### config.mk
export PLATFORM = sky130hd
export DESIGN_NAME = freq_meas_ctrl
export DESIGN_NICKNAME = d
export VERILOG_FILES = /design/src/rtl/freq_meas_ctrl.sv
export SDC_FILE = /design/constraint.sdc
export NUM_CORES = 1
export LEC_CHECK = 0
export ABC_AREA = 1
export BUFFER_PORTS_ARGS = -buffer_cell sky130_fd_sc_hd__buf_2
export CAP_MARGIN = 40
export CORE_UTILIZATION = 40
export DETAILED_ROUTE_END_ITERATION = 6
export SYNTH_ARGS = -nofsm -noshare
export SYNTH_HDL_FRONTEND = slang
export SYNTH_SLANG_ARGS = --single-unit
### constraint.sdc
create_clock -name CLK -period 2.9 [get_ports CLK]
set_input_delay 0.58 -clock CLK [delete_from_list [all_inputs] [get_ports CLK]]
set_output_delay 0.58 -clock CLK [all_outputs]
set_load 0.005 [all_outputs]
### src/rtl/freq_meas_ctrl.sv
// Frequency-counter measurement sequencer: gate control, count latch, decade select.
// Define FREQ_AUTORANGE_EN for automatic decade selection; otherwise range_sel fixes the gate.
module freq_meas_ctrl #(
  parameter int CNT_W         = 12,
  parameter int GATE_BASE     = 1_000_000,
  parameter int SETTLE_CYCLES = 2,
  parameter int HOLD_CYCLES   = 25_000_000,
  parameter int LOW_THRESH    = 300
) (
  input  logic             CLK,
  input  logic             reset,
  input  logic             run,
  input  logic [1:0]       range_sel,
  input  logic [CNT_W-1:0] cnt_val,
  input  logic             cnt_ovf,
  output logic             cnt_clr,
  output logic             cnt_en,
  output logic [CNT_W-1:0] freq,
  output logic [1:0]       range,
  output logic             ovf_flag,
  output logic             valid,
  output logic             busy
);

  localparam int GW  = $clog2(100*GATE_BASE+1);
  localparam int SW  = $clog2(SETTLE_CYCLES+1);
  localparam int HW  = $clog2(HOLD_CYCLES+1);
  localparam int TW0 = (GW > SW) ? GW : SW;
  localparam int TW  = (TW0 > HW) ? TW0 : HW;

  localparam logic [TW-1:0] G0   = TW'(100*GATE_BASE);
  localparam logic [TW-1:0] G1   = TW'(10*GATE_BASE);
  localparam logic [TW-1:0] G2   = TW'(GATE_BASE);
  localparam logic [TW-1:0] SETL = TW'(SETTLE_CYCLES);
  localparam logic [TW-1:0] HLD  = TW'(HOLD_CYCLES);
  localparam logic [TW-1:0] ONE  = TW'(1);

  localparam logic [CNT_W-1:0] LOW = CNT_W'(LOW_THRESH);

  localparam logic [2:0] S_IDLE   = 3'd0;
  localparam logic [2:0] S_CLEAR  = 3'd1;
  localparam logic [2:0] S_GATE   = 3'd2;
  localparam logic [2:0] S_SETTLE = 3'd3;
  localparam logic [2:0] S_LATCH  = 3'd4;
  localparam logic [2:0] S_HOLD   = 3'd5;

  logic [2:0]    state;
  logic [2:0]    nxt;
  logic [TW-1:0] tmr;
  logic [TW-1:0] tload;
  logic [TW-1:0] glen;
  logic [1:0]    rng_eff;
  logic          up;
  logic          down;

  // Decade that the upcoming gate will use and the range-step decisions
  always_comb begin
`ifdef FREQ_AUTORANGE_EN
    rng_eff = range;
    up      = cnt_ovf && (range != 2'd2);
    down    = !cnt_ovf && (cnt_val < LOW) && (range != 2'd0);
`else
    rng_eff = (range_sel == 2'd3) ? 2'd2 : range_sel;
    up      = 1'b0;
    down    = 1'b0;
`endif
    case (rng_eff)
      2'd0:    glen = G0;
      2'd1:    glen = G1;
      default: glen = G2;
    endcase
  end

  always_comb begin
    nxt = state;
    unique case (state)
      S_IDLE:   if (run) nxt = S_CLEAR;
      S_CLEAR:  nxt = S_GATE;
      S_GATE:   if (tmr <= ONE) nxt = S_SETTLE;
      S_SETTLE: if (tmr <= ONE) nxt = S_LATCH;
      S_LATCH:  nxt = (up || down) ? S_CLEAR : S_HOLD;
      S_HOLD:   if (tmr <= ONE) nxt = run ? S_CLEAR : S_IDLE;
      default:  nxt = S_IDLE;
    endcase
  end

  always_comb begin
    tload = '0;
    unique case (nxt)
      S_GATE:   tload = glen;
      S_SETTLE: tload = SETL;
      S_HOLD:   tload = HLD;
      default:  tload = '0;
    endcase
  end

  // Outputs are decoded from the next state so they line up with the state register
  always_ff @(posedge CLK) begin
    if (reset) begin
      state    <= S_IDLE;
      tmr      <= '0;
      cnt_clr  <= 1'b0;
      cnt_en   <= 1'b0;
      freq     <= '0;
      range    <= 2'd0;
      ovf_flag <= 1'b0;
      valid    <= 1'b0;
      busy     <= 1'b0;
    end else begin
      state   <= nxt;
      tmr     <= (nxt != state) ? tload : tmr - ONE;
      cnt_clr <= (nxt == S_CLEAR);
      cnt_en  <= (nxt == S_GATE);
      busy    <= (nxt != S_IDLE);
      valid   <= 1'b0;
      if (state == S_CLEAR) range <= rng_eff;
      if (state == S_LATCH) begin
        if (up) begin
          range <= range + 2'd1;
        end else if (down) begin
          range <= range - 2'd1;
        end else begin
          freq     <= cnt_ovf ? '1 : cnt_val;
          ovf_flag <= cnt_ovf;
          valid    <= 1'b1;
        end
      end
    end
  end

endmodule

# --- Yosys cells after proc, flatten, opt, wreduce, memory -nomap -nowiden ---
# Index checks and enable logic that the tools add are counted.
classes:
  add_sub_neg: 1
  n_eq_ne: 12
  muxes: 12
  n_reduce_logical: 3
  n_lt_le_gt_ge: 1
op_table:
  columns: ["operator", "n"]
  rows:
  - ["27-bit case mux with 3 select lines", 1]
  - ["27-bit case mux with 2 select lines", 1]
  - ["27-bit by 1-bit <= comparator with 1-bit output, second input constant", 1]
  - ["27-bit 2-to-1 mux", 1]
  - ["27-bit by 1-bit subtractor with 27-bit output, second input constant", 1]
  - ["3-bit case mux with 6 select lines", 1]
  - ["3-bit by 2-bit == test with 1-bit output, second input constant", 4]
  - ["12-bit 2-to-1 mux", 1]
  - ["3-bit 2-to-1 mux", 4]
  - ["3-bit == test, second input constant", 3]
  - ["3-bit by 1-bit == test with 1-bit output, second input constant", 2]
  - ["3-bit zero test", 1]
  - ["3-bit != test", 1]
  - ["3-bit nonzero test", 1]
  - ["2-bit by 1-bit == test with 1-bit output, second input constant", 1]
  - ["2-bit == test, second input constant", 1]
  - ["2-bit zero test", 1]
  - ["1-bit 2-to-1 mux", 2]
  - ["2-bit 2-to-1 mux", 1]
word_totals:
  input_bits: 18
  out_inout_bits: 19
  reg_bits: 49

# --- Logic depth before layout (Yosys ltp) ---
# Gate-level depths: netlist of the first run.
depth:
  depth_word: 6
  mapped_depth: 15
  depth_no_buf: 14

# --- Least setup slack after synthesis of the first run ---
# No wires, ideal clock.
synth_timing:
  path_kind: "flip-flop to flip-flop"
  start: "register tmr[0]"
  end: "register tmr[26]"
  arrival_ps: 1524
  setup_slack_ps: 1259
  n_path_buf: 0
  synth_period_minus_slack_ps: 1641
  stages_incl_launch_ff: 10
  setup_time_ps: 117
  path_cell_list: "dfxtp_1 > inv_1 > ha_1 > nand4_1 > nor3_2 > nand2_1 > nor2_1 > nand2_1 > xor2_1 > o21ai_2"
synth_via:
  elab_chain_cells: 6
  elab_cells_between_ends: 12
  classes_between: "add/sub (1); order compare (1); eq/ne (4); mux (6)"
synth_rtl:
  columns: ["item", "line_no", "text"]
  rows:
  - ["start, declared", "49", "logic [TW-1:0] tmr;"]
  - ["start signal, assigned", "111", "tmr <= (nxt != state) ? tload : tmr - ONE;"]
  - ["27-bit by 1-bit <= comparator with 1-bit output", "79, 80, 82", null]
  - ["3-bit 2-to-1 mux (on tied branches)", "82, 79, 80", null]
  - ["3-bit case mux with 6 select lines", "76", "unique case (state)"]
  - ["3-bit == test / 3-bit by 2-bit == test with 1-bit output (equally long branches)", "89", "unique case (nxt)"]
  - ["27-bit case mux with 3 select lines", "89", null]
  - ["27-bit 2-to-1 mux (*)", "111", null]
# Every way passes the cells marked *; elsewhere a longest branch is shown, timed or not.
# A chain may end at the register's enable or synchronous reset.

# --- Worst setup path after layout of the first run ---
layout_timing:
  start: "register tmr[1]"
  end: "register tmr[14]"
# Same word-level chain as after synthesis.

==> results of run 1 <==
cells by family after synthesis:
| logic type | count (synthesis) | share of synthesized area [%] |
|---|---|---|
| fa+ha+maj | 2 | 1.021 |
| buf+inv | 61 | 9.857 |
| flops | 49 | 40.04 |
| simple gates | 149 | 27.99 |
| compound gates | 58 | 12.87 |
| xor+xnor | 23 | 8.223 |
flip-flops by register name (all words and copies together), names as in the netlist:
signal,flops
tmr,27
freq,12
state,3
range,2
busy,1
cnt_clr,1
cnt_en,1
ovf_flag,1
valid,1
placed cells by master, fill, tap and decap left out, drive strengths merged:
cell,count
nor3,8
bufinv,1
clkinvlp,1
dfxtp,49
nor4,2
clkinv,1
xnor2,1
nand3,20
inv,51
nand2,65
ha,2
or2,2
nand4,6
buf,39
o21ai,28
a31oi,2
xor2,22
clkbuf,6
a21oi,28
nor2,46
worst max-delay path, stage by stage, from the launching register on:
cell,delay [ns]
dfxtp_1,0.35
inv_1,0.06
ha_1,0.17
inv_1,0.06
nor2_1,0.04
nand2_1,0.06
nor2_1,0.04
nand2_1,0.12
nand2_2,0.10
nand2_2,0.08
nand4_1,0.07
nand2_1,0.33
nand3_4,0.31
o21ai_0,0.23
metal layers:
metal / vias up / routed length (µm) / track usage (%)
met4: 0 / 33 / 3.750
met5: - / 0 / 0
met2: 41 / 2377 / 28.97
met1: 932 / 2683 / 25.61
met3: 4 / 214 / 4.886
li1: 1152 / - / -
per-stage QoR:
step / hold WS (ns) / utilization, % / setup slack (ns) / power (µW)
after floorplan: 0.4173 / - / 1.259 / 2409
after global placement: 0.4336 / 45.60 / 0.8594 / 2747
after detailed placement: 0.4364 / 45.60 / 0.7875 / 2755
after CTS: 0.4566 / 47.63 / 0.7685 / 3286
after global routing: 0.4884 / 47.63 / 0.4747 / 3612
final: 0.4522 / 47.63 / 0.7876 / 3271
worst max-delay path by stage:
stage          startpoint      end  cells after the start  slack [ns]
2_1_floorplan      tmr[0]  tmr[26]                      9        1.26
5_1_grt           tmr[17]  tmr[18]                     11        0.47
3_5_place_dp       tmr[1]  tmr[18]                     13        0.79
6_report           tmr[1]  tmr[14]                     13        0.79
3_3_place_gp       tmr[5]  tmr[17]                      9        0.86
4_1_cts            tmr[1]  tmr[14]                     13        0.77
area by class of cell:
| type | instances | area, µm² |
|---|---|---|
| inverters | 52 | 195.2 |
| flip-flops and latches | 49 | 980.9 |
| clock buffers | 6 | 82.58 |
| multi-input cells | 232 | 1227 |
| well taps | 75 | 93.84 |
| clock inverters | 2 | 37.54 |
| repair buffers | 39 | 202.7 |
| fillers | 607 | 3100 |
report_power, final:
| part | internal, µW | switching, µW |
|---|---|---|
| Clock | 281 | 235 |
| Sequential | 876 | 127 |
| Combinational | 634 | 1120 |
| Total | 1790 | 1480 |
==> results.json, run 1 <==
{
  "hold_depth": 1,
  "clk_pin_slew_worst_paths_ns": 0.09,
  "placed_cell_area_um2": 2700,
  "ys_ff_latch": 49,
  "initial_core_util_pct": 41.38,
  "synth.area.top_cells": "dfxtp_1 (40%), nand2_1 (9.3%), xor2_1 (7.9%), inv_1 (6.9%), nor2_1 (6.6%)",
  "clk_latency_ns": 0.31,
  "hpwl_um": 3898,
  "io_pins": 37,
  "finalNonFillerCells": 455,
  "synth_edf_count": 0,
  "nNetsFinal": 399,
  "gp_congestion": 0.8211,
  "core_area_um2": 5921,
  "worst_pin_slew_ns": 0.6131,
  "crit_required_ns": 3.13,
  "synth_top_area_share_pct": 40.04,
  "holdBufCountCts": 0,
  "ant_nets": 0,
  "startpoint_type": "flip-flop",
  "cts_tree": "built",
  "cts-buffers-inserted": 5,
  "drtIter0Drc": 75,
  "min_path_type": "reg -> reg",
  "maxClockFrequency_mhz": 473.4,
  "viasPerCell": 4.679,
  "drive_above_1_share_pct": 18.95,
  "rrSetupSlack_ns": 0.79,
  "yosys_warnings": 0,
  "routed_wirelength_um": 5308,
  "grt_usage_pct": 18.56,
  "crit_type": "reg -> reg",
  "holdPathEnd": "tmr[0]",
  "grt_first_pass_wirelength_um": 9287,
  "dp_cells": 447,
  "finClkSkew_ns": 0.006333,
  "rsz0062_at_grt": "no",
  "clockBufferDepth": 2,
  "r2r_cells": 13,
  "final_cell_area_um2": 2820,
  "drv_slew": 0,
  "yosysTopAreaCell": "dfxtp_1",
  "synth_ff_type": "dfxtp_1",
  "first_pass_iters": 4,
  "hp-start": "tmr[0]",
  "vias": 2129,
  "clock-sinks": 49,
  "wl_per_cell_um": 11.67,
  "htree_levels": 2,
  "finalHoldViolations": 0,
  "dieArea_um2": 6442,
  "status": "completed",
  "postCtsSetupBuffers": 0,
  "grt_antenna_before_repair": 0,
  "synthArstFlopShare_pct": 0,
  "cts_resized": 0,
  "relSlewSlack_pct": 58.69,
  "die_y_um": 80.26,
  "overflow": 0,
  "p_leak_uw": 0.001336,
  "synthTopCellsByCount": "nand2_1 (61), dfxtp_1 (49), inv_1 (45)",
  "synth.distinct_cells": 33,
  "grt_max_degree": 20,
  "maxCapViolCount": 0,
  "insertedDiodeCount": 0,
  "end_kind": "flip-flop",
  "setup_violations": 0,
  "clockRootBuffer": "clkbuf_8",
  "fin_crit_ns": 2.112,
  "drc_errors": 0,
  "finalSetupTns_ns": 0,
  "peakVddDrop_mv": 0.4121,
  "rows": 28,
  "die_x_um": 80.26,
  "syn_nets": 362,
  "port_buffers": 36,
  "critPathArrivalTime_ns": 2.34,
  "yosysMostFrequentCell": "nand2_1",
  "grt_pass1_vias": 1996,
  "synth_cells": 342,
  "cellPowerDensity_nw_per_um2": 1160,
  "seq_area_frac_synth_pct": 40.04,
  "r2r-end": "tmr[14]",
  "period_share_pct": 72.84,
  "synth.avg_cell_area_um2": 7.163,
  "areaGrowthSynthToFinish_pct": 15.12,
  "cp_max_fo": 17,
  "syn_area_um2": 2450,
  "r2r-start": "tmr[1]"
}
Note: power is estimated with default switching activity, not from simulation.
==> run 2, diff against run 1 <==
- clock period: 2.9 -> 1.8 ns (I/O delays scaled with it)
==> run 2 against run 1 <==
The run now ends with setup timing left. Wire length is 22% higher. Largest cell class unchanged. First-iteration DRC count is 43% higher. Largest power group unchanged. Via count is 14% higher. Worst setup slack worse by 0.83 ns. Global-route usage is 0.56 points higher. Critical path depth is 1 higher. Fmax is 15% higher. Utilization is 9.1 points higher.
==> results.json, run 2 (synthesis gave the netlist of run 1 again) <==
{
  "layout_common_cells": "nand2_1 (46), dfxtp_1 (40), inv_1 (37)",
  "initial_core_util_pct": 41.38,
  "route.met2.wl_um": 3147,
  "die_x_um": 80.26,
  "finalHoldViolations": 0,
  "io_pins": 37,
  "rows": 28,
  "p_leak_uw": 0.001546,
  "finalSetupTns_ns": -0.08843,
  "areaGrowthSynthToFinish_pct": 37.03,
  "viasPerCell": 4.963,
  "cts_tree": "built",
  "insertedDiodeCount": 0,
  "first_pass_iters": 4,
  "vias": 2427,
  "met1_length_um": 2856,
  "clock-sinks": 49,
  "fillCellCount": 534,
  "r2r-start": "tmr[13]",
  "nNetsFinal": 433,
  "cp_slowest_cell": "dfxtp_2",
  "drc_errors": 0,
  "crit_type": "reg -> reg",
  "routed.top_layer": "met4",
  "final_common_cell": "nand2_1",
  "relSlewSlack_pct": 68.34,
  "finClkSkew_ns": 0.007943,
  "routed_wirelength_um": 6469,
  "seq_area_um2": 992.2,
  "period_share_pct": 102.2,
  "hp-start": "reset",
  "clk_pin_slew_worst_paths_ns": 0.10,
  "cp_max_fo": 5,
  "violations": "setup timing",
  "die_y_um": 80.26,
  "fin_crit_ns": 1.840,
  "top_regs": "tmr: 27 flops, freq: 12 flops, state: 3 flops",
  "clk_latency_ns": 0.30,
  "holdWs_ns": 0.3326,
  "grt_antenna_before_repair": 0,
  "final_cell_area_um2": 3357,
  "wl_per_cell_um": 13.23,
  "dieArea_um2": 6442,
  "largest_register_ffs": 27,
  "peakVddDrop_mv": 0.8382,
  "end_kind": "flip-flop",
  "gp_congestion": 0.8979,
  "worstPathCellList": "inv_2 -> nand2_1 -> nor2_2 -> nand2_2 -> nor2_2 -> nand2_2 -> nand2_2 -> nand2_2 -> nand3_2 -> inv_2 -> nand2_8 -> clkbuf_16 -> nand3_1 -> a21oi_2",
  "overflow": 0,
  "fin_total_pwr_uw": 6797,
  "drv_slew": 0,
  "grt_pass1_vias": 2082,
  "htree_levels": 2,
  "cts-buffers-inserted": 5,
  "multi_input_area_um2": 1475,
  "startpoint_type": "flip-flop",
  "hold_depth": 2,
  "grt_usage_pct": 19.12,
  "routed-wl-met3_um": 326,
  "placed_cell_area_um2": 2858,
  "maxClockFrequency_mhz": 543.4,
  "setup_slack_ns": -0.04030,
  "clockRootBuffer": "clkbuf_8",
  "core_area_um2": 5921,
  "crit_required_ns": 2.04,
  "status": "complete, but fails checks",
  "cp-startpoint": "tmr[13]",
  "top_register": "tmr",
  "drive_above_1_share_pct": 41.06,
  "drtIter0Drc": 107,
  "maxCapViolCount": 0,
  "worst_pin_slew_ns": 0.4745,
  "setup_violations": 5,
  "critPathArrivalTime_ns": 2.08,
  "cellPowerDensity_nw_per_um2": 2025,
  "min_path_type": "in -> reg",
  "slowest_delay_ns": 0.34,
  "port_buffers": 36,
  "ant_nets": 0,
  "cpMostUsedCell": "nand2_2",
  "pre_cts_ws_ns": -0.1066,
  "grt_max_degree": 24,
  "r2r_cells": 14,
  "rsz0062_at_grt": "yes",
  "grt_first_pass_wirelength_um": 9397,
  "clockBufferDepth": 2,
  "hpwl_um": 4168
}
-- run 2: changes by cell type in the layout (fill, tap and decap cells not counted), sizes merged --
cell    change
buf        +31
clkbuf      +1
nand3       +2
-- run 2: critical path: cells and delay by family, from the launching register on --
| kind | cells | cell delay (ns) |
|---|---|---|
| and+or+nand+nor | 10 | 0.99 |
| buffers and inverters | 3 | 0.29 |
| DFF | 1 | 0.34 |
| AOI/OAI and AO/OA | 1 | 0.13 |
-- run 2: worst paths after layout --
path / end / slack [ns]
max: tmr[23] / -0.04
max reg2reg: tmr[23] / -0.04
min: tmr[1] / 0.33
min reg2reg: freq[1] / 0.46
-- run 2: per-layer routing --
| layer | vias up | global-route usage [%] |
|---|---|---|
| li1 | 1226 | - |
| met5 | - | 0 |
| met2 | 67 | 31.79 |
| met1 | 1120 | 24.26 |
| met4 | 0 | 6.786 |
| met3 | 14 | 4.091 |
-- run 2: power breakdown --
group,switching (µW),total (µW),internal [µW],leakage [µW]
combinational,2470,4320,1850,0.00108
clock,377,829,452,0.0000574
sequential,221,1650,1430,0.000404
-- run 2: repair_timing --
action                                  CTS  global route
gates resized for setup                   8            79
cloned                                    1             3
setup buffers                             2             8
hold buffers                              0             0
endpoints found under the setup margin    8            30
pin swaps                                 3            25
-- run 2: cell type report --
class | instances | area share (%)
Multi-Input combinational cell | 234 | 43.94
Sequential cell | 49 | 29.56
Timing Repair Buffer | 71 | 14.16
Inverter | 52 | 5.963
Tap cell | 75 | 2.795
Clock buffer | 6 | 2.460
Clock inverter | 2 | 1.118
-- run 2: metrics by stage --
step / std cells / util [%]
2_1_floorplan: 342 / -
5_1_grt: 489 / 56.70
3_5_place_dp: 468 / 48.27
4_1_cts: 479 / 51.18
3_3_place_gp: 468 / 48.27
6_report: 489 / 56.70
